### src/rtl/regwb_pkg.sv
// Shared constants and entry layout for the register write-back sequencer.
// The optional bypass lookup is enabled by defining REGWB_BYPASS_EN.
package regwb_pkg;
  localparam int REG_ADDR_W = 5;
  localparam logic [REG_ADDR_W-1:0] REG_ZERO = 5'd0;
  localparam int REGWB_DATA_W = 32;

  // Queued write; the FIFO stores entries packed in this same {addr, data} order.
  typedef struct packed {
    logic [REG_ADDR_W-1:0]   addr;
    logic [REGWB_DATA_W-1:0] data;
  } regwb_entry_t;
endpackage

### src/rtl/regwb_fifo.sv
// Circular buffer holding queued register writes. The contents are exposed
// in age order (index 0 = head/oldest) together with a per-slot valid mask.
// This lets the parent search the queue without knowing the pointer values.
module regwb_fifo #(
  parameter int W     = 37,
  parameter int DEPTH = 4
) (
  input  logic                   clk,
  input  logic                   reset,
  input  logic                   push,
  input  logic                   pop,
  input  logic                   flush,
  input  logic [W-1:0]           push_data,
  output logic [$clog2(DEPTH):0] count,
  output logic [W-1:0]           entries [DEPTH],
  output logic [DEPTH-1:0]       valid_mask
);
  localparam int PW = $clog2(DEPTH);
  localparam int CW = PW + 1;

  logic [W-1:0]  mem [DEPTH];
  logic [PW-1:0] rd_ptr;
  logic [PW-1:0] wr_ptr;

  // Pointer and occupancy tracking; flush drops everything and overrides push/pop.
  always_ff @(posedge clk or negedge reset) begin
    if (!reset) begin
      rd_ptr <= '0;
      wr_ptr <= '0;
      count  <= '0;
    end else if (flush) begin
      rd_ptr <= '0;
      wr_ptr <= '0;
      count  <= '0;
    end else begin
      if (push) wr_ptr <= wr_ptr + 1'b1;
      if (pop)  rd_ptr <= rd_ptr + 1'b1;
      case ({push, pop})
        2'b10:   count <= count + 1'b1;
        2'b01:   count <= count - 1'b1;
        default: count <= count;
      endcase
    end
  end

  // Storage needs no reset: a slot is only visible while covered by count.
  always_ff @(posedge clk) begin
    if (push && !flush) mem[wr_ptr] <= push_data;
  end

  // Age-ordered view: slot gi is the gi-th oldest queued entry.
  for (genvar gi = 0; gi < DEPTH; gi++) begin : g_view
    logic [PW-1:0] idx;
    assign idx            = rd_ptr + PW'(gi);
    assign entries[gi]    = mem[idx];
    assign valid_mask[gi] = (CW'(gi) < count);
  end
endmodule

### src/rtl/regfile_write_sequencer.sv
// Write-side initiator for the 32-entry register file: accepts write-back
// requests, queues them in order and drives the single write port.
// Define REGWB_BYPASS_EN to build the queued-value bypass lookup; otherwise
// query_hit/query_data are tied to zero.
module regfile_write_sequencer
  import regwb_pkg::*;
#(
  parameter int N     = 32,
  parameter int DEPTH = 4
) (
  input  logic                   clk,
  input  logic                   reset,
  input  logic                   wb_valid,
  output logic                   wb_ready,
  input  logic [REG_ADDR_W-1:0]  wb_reg,
  input  logic [N-1:0]           wb_data,
  input  logic                   drain_en,
  input  logic                   flush,
  output logic                   Reg_write_in,
  output logic [REG_ADDR_W-1:0]  Write_Register_1,
  output logic [N-1:0]           Write_Data,
  output logic [$clog2(DEPTH):0] pending_count,
  input  logic [REG_ADDR_W-1:0]  query_reg,
  output logic                   query_hit,
  output logic [N-1:0]           query_data
);
  localparam int CW = $clog2(DEPTH) + 1;
  localparam int EW = REG_ADDR_W + N;

  logic          push;
  logic          pop;
  logic          has_head;
  logic [EW-1:0] entries [DEPTH];
  logic [DEPTH-1:0] valid_mask;

  // Ready depends only on occupancy and flush, never on the requester.
  assign wb_ready = (pending_count < CW'(DEPTH)) && !flush;
  // Writes to r0 are swallowed: handshake completes but nothing is queued.
  assign push     = wb_valid && wb_ready && (wb_reg != REG_ZERO);

  assign has_head         = (pending_count != '0);
  assign Reg_write_in     = drain_en && has_head;
  assign pop              = Reg_write_in;
  assign Write_Register_1 = has_head ? entries[0][EW-1 -: REG_ADDR_W] : '0;
  assign Write_Data       = has_head ? entries[0][N-1:0] : '0;

  regwb_fifo #(
    .W     (EW),
    .DEPTH (DEPTH)
  ) u_fifo (
    .clk        (clk),
    .reset      (reset),
    .push       (push),
    .pop        (pop),
    .flush      (flush),
    .push_data  ({wb_reg, wb_data}),
    .count      (pending_count),
    .entries    (entries),
    .valid_mask (valid_mask)
  );

`ifdef REGWB_BYPASS_EN
  // Scan oldest to newest so the newest matching entry wins; the head being
  // written this cycle is still a valid source.
  always_comb begin
    query_hit  = 1'b0;
    query_data = '0;
    for (int k = 0; k < DEPTH; k++) begin
      if (valid_mask[k] && (query_reg != REG_ZERO) &&
          (entries[k][EW-1 -: REG_ADDR_W] == query_reg)) begin
        query_hit  = 1'b1;
        query_data = entries[k][N-1:0];
      end
    end
  end
`else
  assign query_hit  = 1'b0;
  assign query_data = '0;

  // Without bypass, the lookup port and the queue view beyond the head are unused.
  logic [DEPTH-1:0] unused_entry_bits;
  for (genvar gi = 0; gi < DEPTH; gi++) begin : g_unused
    assign unused_entry_bits[gi] = ^entries[gi];
  end
  logic unused_bypass;
  assign unused_bypass = ^{query_reg, valid_mask, unused_entry_bits};
`endif
endmodule

### config.mk
export PLATFORM = sky130hd
export DESIGN_NAME = regfile_write_sequencer
export DESIGN_NICKNAME = d
export VERILOG_FILES = /design/src/rtl/regwb_pkg.sv /design/src/rtl/regwb_fifo.sv /design/src/rtl/regfile_write_sequencer.sv
export SDC_FILE = /design/constraint.sdc
export NUM_CORES = 1
export LEC_CHECK = 0
export CAP_MARGIN = 25
export CORE_ASPECT_RATIO = 1.75
export CORE_MARGIN = 4
export CORE_UTILIZATION = 40
export DETAILED_ROUTE_END_ITERATION = 12
export PLACE_DENSITY = 0.62
export SLEW_MARGIN = 5
export SYNTH_ARGS = -nofsm -noshare
export SYNTH_HDL_FRONTEND = slang
export SYNTH_SLANG_ARGS = --single-unit
export TNS_END_PERCENT = 5
### constraint.sdc
create_clock -name clk -period 4.4 [get_ports clk]
set_input_delay 0.44 -clock clk [delete_from_list [all_inputs] [get_ports clk]]
set_output_delay 0.44 -clock clk [all_outputs]
set_load 0.02 [all_outputs]
==> summary.txt, run 1 <==
Status
  – Outcome: complete, no violations

Power
  – Switching share of power: 30.7%
  – Switching power of the nets: 1.45 mW
  – Total power per unit cell area: 598 nW/um2
  – Leakage power summed over all cells: 2.60 nW
  – Cell-internal power: 3.27 mW
  – Share of power burned in combinational logic: 31.9%
  – Portion of total power attributed to sequential cells: 38.7%
  – Clock network fraction of design power: 29.5%
  – Worst IR Drop VDD: 0.630 mV

Global routing
  – Vias in the first global route: around 3.2k
  – GR Util All Layers: 13.5%
  – Global-route wire length before repair: 17.7 mm
  – Largest net degree at the start of global routing: 39
  – Overflow after GRT: 0
  – Antenna violations before repair: 0

Placed design
  – Global placement routability congestion: a little over 0.7
  – Worst slack at placement: 1.51 ns
  – Cell area after placement: about 7300 um2
  – Detailed placer's ending HPWL: 7.02 mm
  – Port Buffer Count: 83

Critical path
  – Crit end category: output port
  – Setup CP Type: flop to output port
  – Start point of the critical path: u_fifo.rd_ptr[0]
  – Maximum fanout count along the critical path: 20
  – WP data required: 3.96 ns
  – Register-to-Register Path Depth: 5
  – Data arrival time of the worst path: 2.77 ns
  – Critical Path Start Type: flop
  – Setup slack of the worst register-to-register path: about 2 ns
  – R2R Path End: u_fifo.count[2]
  – RR Startpoint: u_fifo.count[1]
  – Critical path endpoint: Write_Data[2]

Floorplan
  – Area enclosed by the die boundary: 17900 um2
  – Die width: 103 um
  – Cell row count: 60
  – Top-level port count: 122
  – Initial core utilization: between 40% and 50%
  – Vertical die dimension: 174 um
  – Std-Cell Core Area: 15500 um2

STA
  – Highest achievable clock rate: a little over 300 MHz
  – Pin slew with the least headroom to its limit: 0.984 ns
  – Setup TNS Final: 0 ns
  – Period utilization: between 70% and 80%
  – Setup repair after global routing missed its margin: no
  – Worst slew margin relative to its limit: between 30% and 40%
  – Final slew viol count: 0
  – Maximum clock skew at final layout: ~0.0065 ns
  – Number of failing setup endpoints in the final timing report: 0
  – Final Hold Fails: 0
  – Time the final worst path needs with I/O delays and setup: 3.21 ns
  – Minimum setup slack in the final design: 1.19 ns

CTS
  – Worst-skew pair later-pin latency: between 0.4 and 0.5 ns
  – Max clock buf depth: 2
  – Postcts setup bufs: 0
  – Clock slew seen by the registers of the worst setup and hold paths: 0.06 ns
  – CTS buffer count: 17
  – Clock sink count: between 150 and 200
  – Cts repair resizes: 0
  – Clock tree root driver cell: clkbuf_16
  – Post-cts hold buffer count: 0
  – Number of levels the H-tree was split into: 4
  – TritonCTS clock tree: yes

Route
  – Number of vias after detailed routing: 3027
  – Residual antenna-violating net count after detailed routing: 0
  – DRC marker count from the first detailed-route iteration: between 100 and 150
  – DR vias/cell: slightly below 5
  – Total wirelength of the detailed-routed design: 11.3 mm
  – Wirelength per Cell: 18.5 um
  – DRC: 0
  – First-pass detailed-route iteration total: 4

Finish
  – Antenna Diode Count: 0
  – Count of nets after finishing: approximately 460
  – Final non-filler cell area: 7890 um2
  – Footprint of the multi-input gates: 1510 um2
  – Final Util: 51.0%
  – Area growth from synthesis to final layout: 24.9%
  – Ratio of cells with drive above 1 in the final layout: 20.3%
  – Filler cells: 1276
  – Sequential cell area: 4620 um2

Run
  – Number of maximum-capacitance violations: 0

Yosys
  – Library cell with the largest summed area after synthesis: edfxtp_1
  – Synth unique cells: 31
  – Post-synth top flop: edfxtp_1
  – Dominant cell by count in the synthesized netlist: edfxtp_1
  – Instance count of the mapped netlist: around 320
  – Synth top cells by count: edfxtp_1 (148), nor2b_1 (38), mux4_2 (37)
  – Sequential share of the synthesized area: 73.1%
  – Count of warnings emitted by yosys: 0
  – Post-synthesis area per instance: 20.0 um2
  – Post-synthesis async set-or-reset flop share: roughly 4.5%
  – Share of the synthesized area in the top cell type: around 70%
  – Number of synthesized flops with an enable pin: ~150
  – Most area-consuming cells after synthesis: edfxtp_1 (70%), mux4_2 (13%), buf_4 (3.9%), nor2b_1 (3.8%), dfrtp_1 (2.8%)
  – Total standard cell area after synthesis: 6320 um2
  – Register bit count reported by yosys: roughly 160

Min path
  – Type of the tightest min-delay check: primary input to async pin
[layer usage]
layer / share of wire (%) / vias to the layer above / GRT usage (%)
met5: 0 / - / 0
met4: 1.2 / 0 / 5.19
met3: 4.6 / 9 / 3.78
met2: 57 / 79 / 23.4
met1: 38 / 1567 / 15.4
li1: - / 1372 / -
[stage by stage]
step / hold slack (ns) / power (mW) / instances
floorplan: 0.144 / 2.73 / 348
global placement: 0.555 / 3.37 / 574
detailed placement: 0.604 / 3.40 / 578
CTS: 0.288 / 4.80 / 610
global route: 0.295 / 4.95 / 610
finish: 0.297 / 4.72 / 610
[logic make-up after synthesis]
group	count (synthesis)	synth area share (%)
simple gates	58	5.70
other cells	1	0.0594
buf+inv	48	4.93
flops	155	73.1
compound gates	7	0.951
fa+ha+maj	5	1.11
xor+xnor	4	0.772
mux	38	13.3
[flip-flops by register name (all words and copies together) (netlist names)]
name           cells
u_fifo.rd_ptr      2
u_fifo.wr_ptr      2
u_fifo.count       3
u_fifo.mem       148
[power groups by stage]
| stage | sequential [mW] | combinational (mW) | clock [mW] |
|---|---|---|---|
| after floorplan | 1.80 | 0.938 | 0 |
| after global placement | 1.86 | 1.51 | 0 |
| after detailed placement | 1.86 | 1.54 | 0 |
| after CTS | 1.83 | 1.54 | 1.43 |
| after global routing | 1.84 | 1.61 | 1.49 |
| final | 1.82 | 1.50 | 1.39 |
[worst min-delay path by stage]
stage,from,to,slack (ns)
global route,reset,u_fifo.count[0],0.29
global placement,u_fifo.wr_ptr[1],u_fifo.wr_ptr[1],0.55
floorplan,reset,u_fifo.count[0],0.14
finish,reset,u_fifo.count[1],0.30
detailed placement,u_fifo.wr_ptr[1],u_fifo.wr_ptr[1],0.60
CTS,reset,u_fifo.count[0],0.29
[worst max-delay path: stages (launching register included)]
cell and delay, ns:
dfrtp_2 0.81, buf_12 0.29, mux4_2 0.51, nor2b_1 0.16, clkdlybuf4s50_1 0.57
[cells in the final DEF, fill, tap and decap left out, types with 2 or more instances in the layout]
cell type        instances
and3_2                   4
buf_12                   5
clkbuf_16               17
clkdlybuf4s50_1         83
clkinv_2                 2
clkinv_4                 3
conb_1                  33
dfrtp_1                  5
dfrtp_2                  2
edfxtp_1               148
ha_1                     4
inv_1                    3
inv_6                    6
inv_8                    2
mux4_2                  37
nand3_1                  2
nand3b_1                 2
nand4b_1                 2
nor2_1                   6
nor2b_1                 38
xnor2_1                  2
[layout make-up]
cell class	count	share of cell area, %
inverter	3	0.143
tap	186	2.95
sequential	155	58.6
timing repair buffer	89	11.9
clock buffer	17	5.39
clock inverter	15	1.89
multi-input combinational	145	19.2
Power figures use the tool's default switching activity.
==> run 2: changes to the inputs <==
Settings changed: PLACE_DENSITY 0.62 to 0.65.
Clock period 4.4 ns to 2.9 ns, I/O delays scaled along.
==> summary.txt, run 2 (same netlist as run 1, synthesis figures left out) <==
Route
  – First-pass detailed-route iteration total: 5 (was 4)
  – DRC marker count from the first detailed-route iteration: 111 (was 120)
  – DRC: 0 (unchanged)
  – Number of vias after detailed routing: 3025 (was 3027)
  – Wirelength per Cell: 18.6 um (was 18.5 um)
  – Residual antenna-violating net count after detailed routing: 0 (unchanged)
  – DR vias/cell: 4.93 (was 4.96)
  – Total wirelength of the detailed-routed design: 11.4 mm (was 11.3 mm)

Power
  – Total power per unit cell area: 894 nW/um2 (was 598 nW/um2)
  – Leakage power summed over all cells: 2.59 nW (was 2.60 nW)
  – Worst IR Drop VDD: 0.583 mV (was 0.630 mV)

STA
  – Setup repair after global routing missed its margin: no (unchanged)
  – Setup TNS Final: 0 ns (unchanged)
  – Number of failing setup endpoints in the final timing report: 0 (unchanged)
  – Final Hold Fails: 0 (unchanged)
  – Pin slew with the least headroom to its limit: 0.574 ns (was 0.984 ns)
  – Time the final worst path needs with I/O delays and setup: 2.72 ns
  – Highest achievable clock rate: 368 MHz
  – Worst slew margin relative to its limit: 61.7% (was 34.4%)
  – Maximum clock skew at final layout: 0.00877 ns (was 0.00652 ns)
  – Minimum setup slack in the final design: 0.179 ns (was 1.19 ns)
  – Final slew viol count: 0 (unchanged)
  – Period utilization: 93.8%

Critical path
  – Biggest cell delay along the critical path: 0.57 ns (was 0.81 ns)
  – Critical path endpoint: Write_Register_1[1] (was Write_Data[2])
  – Slowest stage cell on the critical path: clkdlybuf4s50_1 (was dfrtp_2)
  – Sequence of cells on the critical path: buf_4 > mux4_2 > nor2b_1 > clkdlybuf4s50_1 (was buf_12 > mux4_2 > nor2b_1 > clkdlybuf4s50_1)
  – R2R Path End: u_fifo.count[2] (unchanged)
  – Crit path depth: 4 (unchanged)
  – Setup CP Type: flop to output port (unchanged)
  – Setup slack of the worst register-to-register path: 0.53 ns (was 2.06 ns)
  – Data arrival time of the worst path: 2.43 ns (was 2.77 ns)
  – Critical Path Start Type: flop (unchanged)
  – Crit end category: output port (unchanged)
  – Maximum fanout count along the critical path: 20 (unchanged)
  – RR Startpoint: u_fifo.count[1] (unchanged)
  – Kind of cell adding the most delay to the critical path: buffers and inverters (unchanged)
  – Buffers plus inverters on the worst setup path: 2 (unchanged)
  – Register-to-Register Path Depth: 5 (unchanged)
  – Start point of the critical path: u_fifo.rd_ptr[0] (unchanged)
  – WP data required: 2.61 ns (was 3.96 ns)

Finish
  – Biggest register: u_fifo.mem (unchanged)
  – Largest registers ranked by flip-flop count: u_fifo.mem (148), u_fifo.count (3) (unchanged)
  – Finished Layout Cells: 614 (was 610)
  – Sequential cell area: 4620 um2 (unchanged)
  – Final Util: 50.7% (was 51.0%)
  – Footprint of the multi-input gates: 1510 um2 (unchanged)
  – Ratio of cells with drive above 1 in the final layout: 21.0% (was 20.3%)
  – Flip-flop count of the largest register after layout: 148 (unchanged)
  – Count of nets after finishing: 467 (was 463)
  – Final non-filler cell area: 7840 um2 (was 7890 um2)
  – Most common library cell in the layout ignoring fill and taps: edfxtp_1 (unchanged)
  – Filler cells: 1292 (was 1276)
  – Antenna Diode Count: 0 (unchanged)
  – Area growth from synthesis to final layout: 24.0% (was 24.9%)
  – Leading cell types in the layout, fill and taps excluded: edfxtp_1 (148), clkdlybuf4s50_1 (83), nor2b_1 (38), mux4_2 (37), conb_1 (33) (unchanged)

Floorplan
  – Area enclosed by the die boundary: 17900 um2 (unchanged)
  – Top-level port count: 122 (unchanged)
  – Initial core utilization: 40.8% (unchanged)
  – Die width: 103 um (unchanged)
  – Vertical die dimension: 174 um (unchanged)
  – Cell row count: 60 (unchanged)
  – Std-Cell Core Area: 15500 um2 (unchanged)

Global routing
  – Largest net degree at the start of global routing: 38 (was 39)
  – GR Util All Layers: 13.3% (was 13.5%)
  – Global-route wire length before repair: 17.5 mm (was 17.7 mm)
  – Overflow after GRT: 0 (unchanged)
  – Antenna violations before repair: 0 (unchanged)
  – Vias in the first global route: 3234 (was 3225)

CTS
  – Clock slew seen by the registers of the worst setup and hold paths: 0.06 ns (about the same)
  – CTS buffer count: 17 (unchanged)
  – Max clock buf depth: 2 (unchanged)
  – Clock sink count: 155 (unchanged)
  – Number of levels the H-tree was split into: 4 (unchanged)
  – Cts repair resizes: 0 (unchanged)
  – TritonCTS clock tree: yes (unchanged)
  – Postcts setup bufs: 0 (unchanged)
  – Post-cts hold buffer count: 0 (unchanged)
  – Clock tree root driver cell: clkbuf_16 (unchanged)
  – Worst-skew pair later-pin latency: 0.41 ns (about the same)

Status
  – Outcome: complete, no violations (unchanged)

Placed design
  – Detailed placer's ending HPWL: 7.13 mm (was 7.02 mm)
  – Port Buffer Count: 83 (unchanged)
  – Placed Cells: 582 (was 578)
  – Global placement routability congestion: 0.727 (was 0.711)
  – Cell area after placement: 7300 um2 (was 7320 um2)
  – Worst slack at placement: 0.189 ns (was 1.51 ns)

Min path
  – Type of the tightest min-delay check: primary input to async pin (unchanged)

Run
  – Number of maximum-capacitance violations: 0 (unchanged)
## run 2: changes by cell type in the layout (fill, tap and decap cells not counted)
cell        change
buf_4           +8
buf_12          -4
clkinv_2        +2
clkinvlp_4      +2
inv_6           -2
bufinv_16       -1
inv_8           -1
## run 2: layout make-up
cell class	instances	share of cell area, %
inverters	3	0.144
multi-input cells	145	19.3
flip-flops and latches	155	59.0
clock inverters	15	1.47
well taps	186	2.97
clock buffers	17	5.43
repair buffers	93	11.7
## run 2: per-stage QoR
stage                     total power [mW]  hold slack (ns)
after floorplan                       4.15         -0.00559
after global placement                5.10            0.563
after detailed placement              5.14            0.585
after CTS                             7.13            0.137
after global routing                  7.35            0.143
final                                 7.01            0.149
## run 2: report_power, final
part | internal [mW] | switching (mW) | total, mW
registers | 2.61 | 0.0742 | 2.69
logic | 1.13 | 1.21 | 2.34
clock network | 1.11 | 0.873 | 1.98
total | 4.85 | 2.15 | 7.01
## run 2: how the worst min path moves through the flow
stage	start	slack (ns)	to	cells past startpoint
after global routing	reset	0.14	u_fifo.count[1]	1
after CTS	reset	0.14	u_fifo.count[0]	1
final	reset	0.15	u_fifo.count[1]	1
after global placement	u_fifo.wr_ptr[1]	0.56	u_fifo.wr_ptr[1]	2
after detailed placement	reset	0.59	u_fifo.wr_ptr[0]	1
after floorplan	reset	-0.006	u_fifo.count[0]	0
## run 2: per-layer routing
layer | share of wire (%) | vias up | track usage, %
met4 | 1.3 | 0 | 4.70
li1 | - | 1377 | -
met5 | 0 | - | 0
met1 | 37 | 1532 | 15.5
met3 | 5.5 | 16 | 3.57
met2 | 57 | 100 | 23.2
==> RTL change: new RTL, config.mk and constraints of run 2 <==
The package constant `REG_ZERO` goes from 5'd0 to 5'd1.
--- a/src/rtl/regwb_pkg.sv
+++ b/src/rtl/regwb_pkg.sv
@@ -2,7 +2,7 @@
 // The optional bypass lookup is enabled by defining REGWB_BYPASS_EN.
 package regwb_pkg;
   localparam int REG_ADDR_W = 5;
-  localparam logic [REG_ADDR_W-1:0] REG_ZERO = 5'd0;
+  localparam logic [REG_ADDR_W-1:0] REG_ZERO = 5'd1;
   localparam int REGWB_DATA_W = 32;
 
   // Queued write; the FIFO stores entries packed in this same {addr, data} order.
Behaviour: not the same (a bounded check fails within 4 cycles, from zero or initial values and one cycle with reset low).
==> RTL change against run 2 <==
Sequential power about the same. First-iteration DRC count is 25% higher. Cell area is 1.6% higher. Sequential share of layout area down 0.92 points. Sequential cell count unchanged. Wire length up 0.78%. Total power grew 3.8%. Area after synthesis is essentially flat. Setup slack improved by 0.15 ns. Critical path depth unchanged. Cell count is the same.
==> RTL change: results (changes against run 2) <==
| Metric | Value |
|---|---|
| Worst EP arrival | `2.28 ns (was 2.43 ns)` |
| Synth area leaders | `edfxtp_1, mux4_2, buf_4 (unchanged)` |
| Routability cong. | `0.732 (was 0.727)` |
| Lkg Pwr | `0.00263 uW (was 0.00259 uW)` |
| Cell variety after synth | `32 (was 31)` |
| Crit Path Max Fanout | `21 (was 20)` |
| R2r setup slk | `0.58 ns (was 0.53 ns)` |
| Largest net degree at the start of global routing | `38 (unchanged)` |
| Largest delay share family, worst path | `buffers and inverters (unchanged)` |
| Iteration-0 DRC Markers | `139 (was 111)` |
| Post CTS Setup Buffer Count | `0 (unchanged)` |
| Hpwl dp | `7.06 mm (was 7.13 mm)` |
| Placed Area | `7300 um2 (about the same)` |
| Status | `finished clean (unchanged)` |
| Fillers | `1241 (was 1292)` |
| First-pass GRT wire length | `17.9 mm (was 17.5 mm)` |
| Ys async rst share | `0.0452 (unchanged)` |
| Mux cell area share after synthesis | `0.133 (about the same)` |
| Worst slew pin tran | `0.563 ns (was 0.574 ns)` |
| Ratio of cells with drive above 1 in the final layout | `0.203 (was 0.210)` |
| DR vias/cell | `5.00 (was 4.93)` |
| Total GRT Usage | `0.135 (was 0.133)` |
| Max stage delay cell, worst path | `clkdlybuf4s50_1 (unchanged)` |
| Sequential area share after synthesis | `0.731 (about the same)` |
| Drt first pass iters | `4 (was 5)` |
| Worst hold slack | `0.158 ns (was 0.149 ns)` |
| Worst VDD drop | `806 uV (was 583 uV)` |
| Adder and majority cell fraction of the synthesized area | `0.0111 (about the same)` |
| Post-Synth XOR/XNOR Area | `0.00772 (about the same)` |
| Number of global-route vias before repair | `3248 (was 3234)` |
| Fin Clk Skew | `0.00914 ns (was 0.00877 ns)` |
| Post-synthesis compound-gate area fraction | `0.00950 (was 0.00951)` |
==> RTL change: cell count changes after synthesis, sizes merged <==
cell,delta
buf,+1
clkbuf,-1
or4,-1
or4b,+1
==> RTL change: per-stage QoR <==
stage,cells,util,setup slack (ns)
6_report,614,0.515,0.329
5_1_grt,614,0.515,0.199
4_1_cts,611,0.511,0.275
3_5_place_dp,579,0.472,0.256
3_3_place_gp,579,0.472,0.295
2_1_floorplan,348,-,0.703
==> RTL change: final cells by class <==
class	instances	area, um2	share of cell area
well taps	186	233	0.0292
clock buffers	19	433	0.0544
clock inverters	13	166	0.0209
multi-input cells	145	1510	0.190
repair buffers	93	981	0.123
inverters	3	11.3	0.00141
flip-flops and latches	155	4620	0.581
==> RTL change: layer usage <==
layer	GRT usage	share of wire
met1	0.155	0.37
met2	0.238	0.56
met3	0.0329	0.052
met4	0.0524	0.018
met5	0	0
==> RTL change: power breakdown <==
part	internal [uW]	total, uW	leakage (uW)	switching (uW)
Sequential	2610	2680	0.00143	72.9
Clock	1360	2200	0.000286	836
Combinational	1170	2390	0.000912	1220
==> RTL change: path summary, 6_finish.rpt <==
path | endpoint | cells after the start | start
setup reg to reg | u_fifo.count[2] | 5 | u_fifo.count[1]
hold / removal | u_fifo.count[0] | 1 | reset
max in group asynchronous | u_fifo.rd_ptr[0] | 1 | reset
min in group clk | u_fifo.mem[1][23] | 1 | wb_data[23]
hold reg to reg | u_fifo.wr_ptr[1] | 2 | u_fifo.wr_ptr[1]
setup / recovery | Write_Data[1] | 4 | u_fifo.rd_ptr[0]
==> RTL change: logic make-up (layout without fill, tap and decap cells) <==
kind of cell	Yosys count	after routing
AOI/OAI and AO/OA	7	7
xor gates and xnor gates	4	4
adders and majority gates	5	5
buffers and inverters	48	128
DFF	155	155
muxes	38	38
other	1	33
and+or+nand+nor	58	58
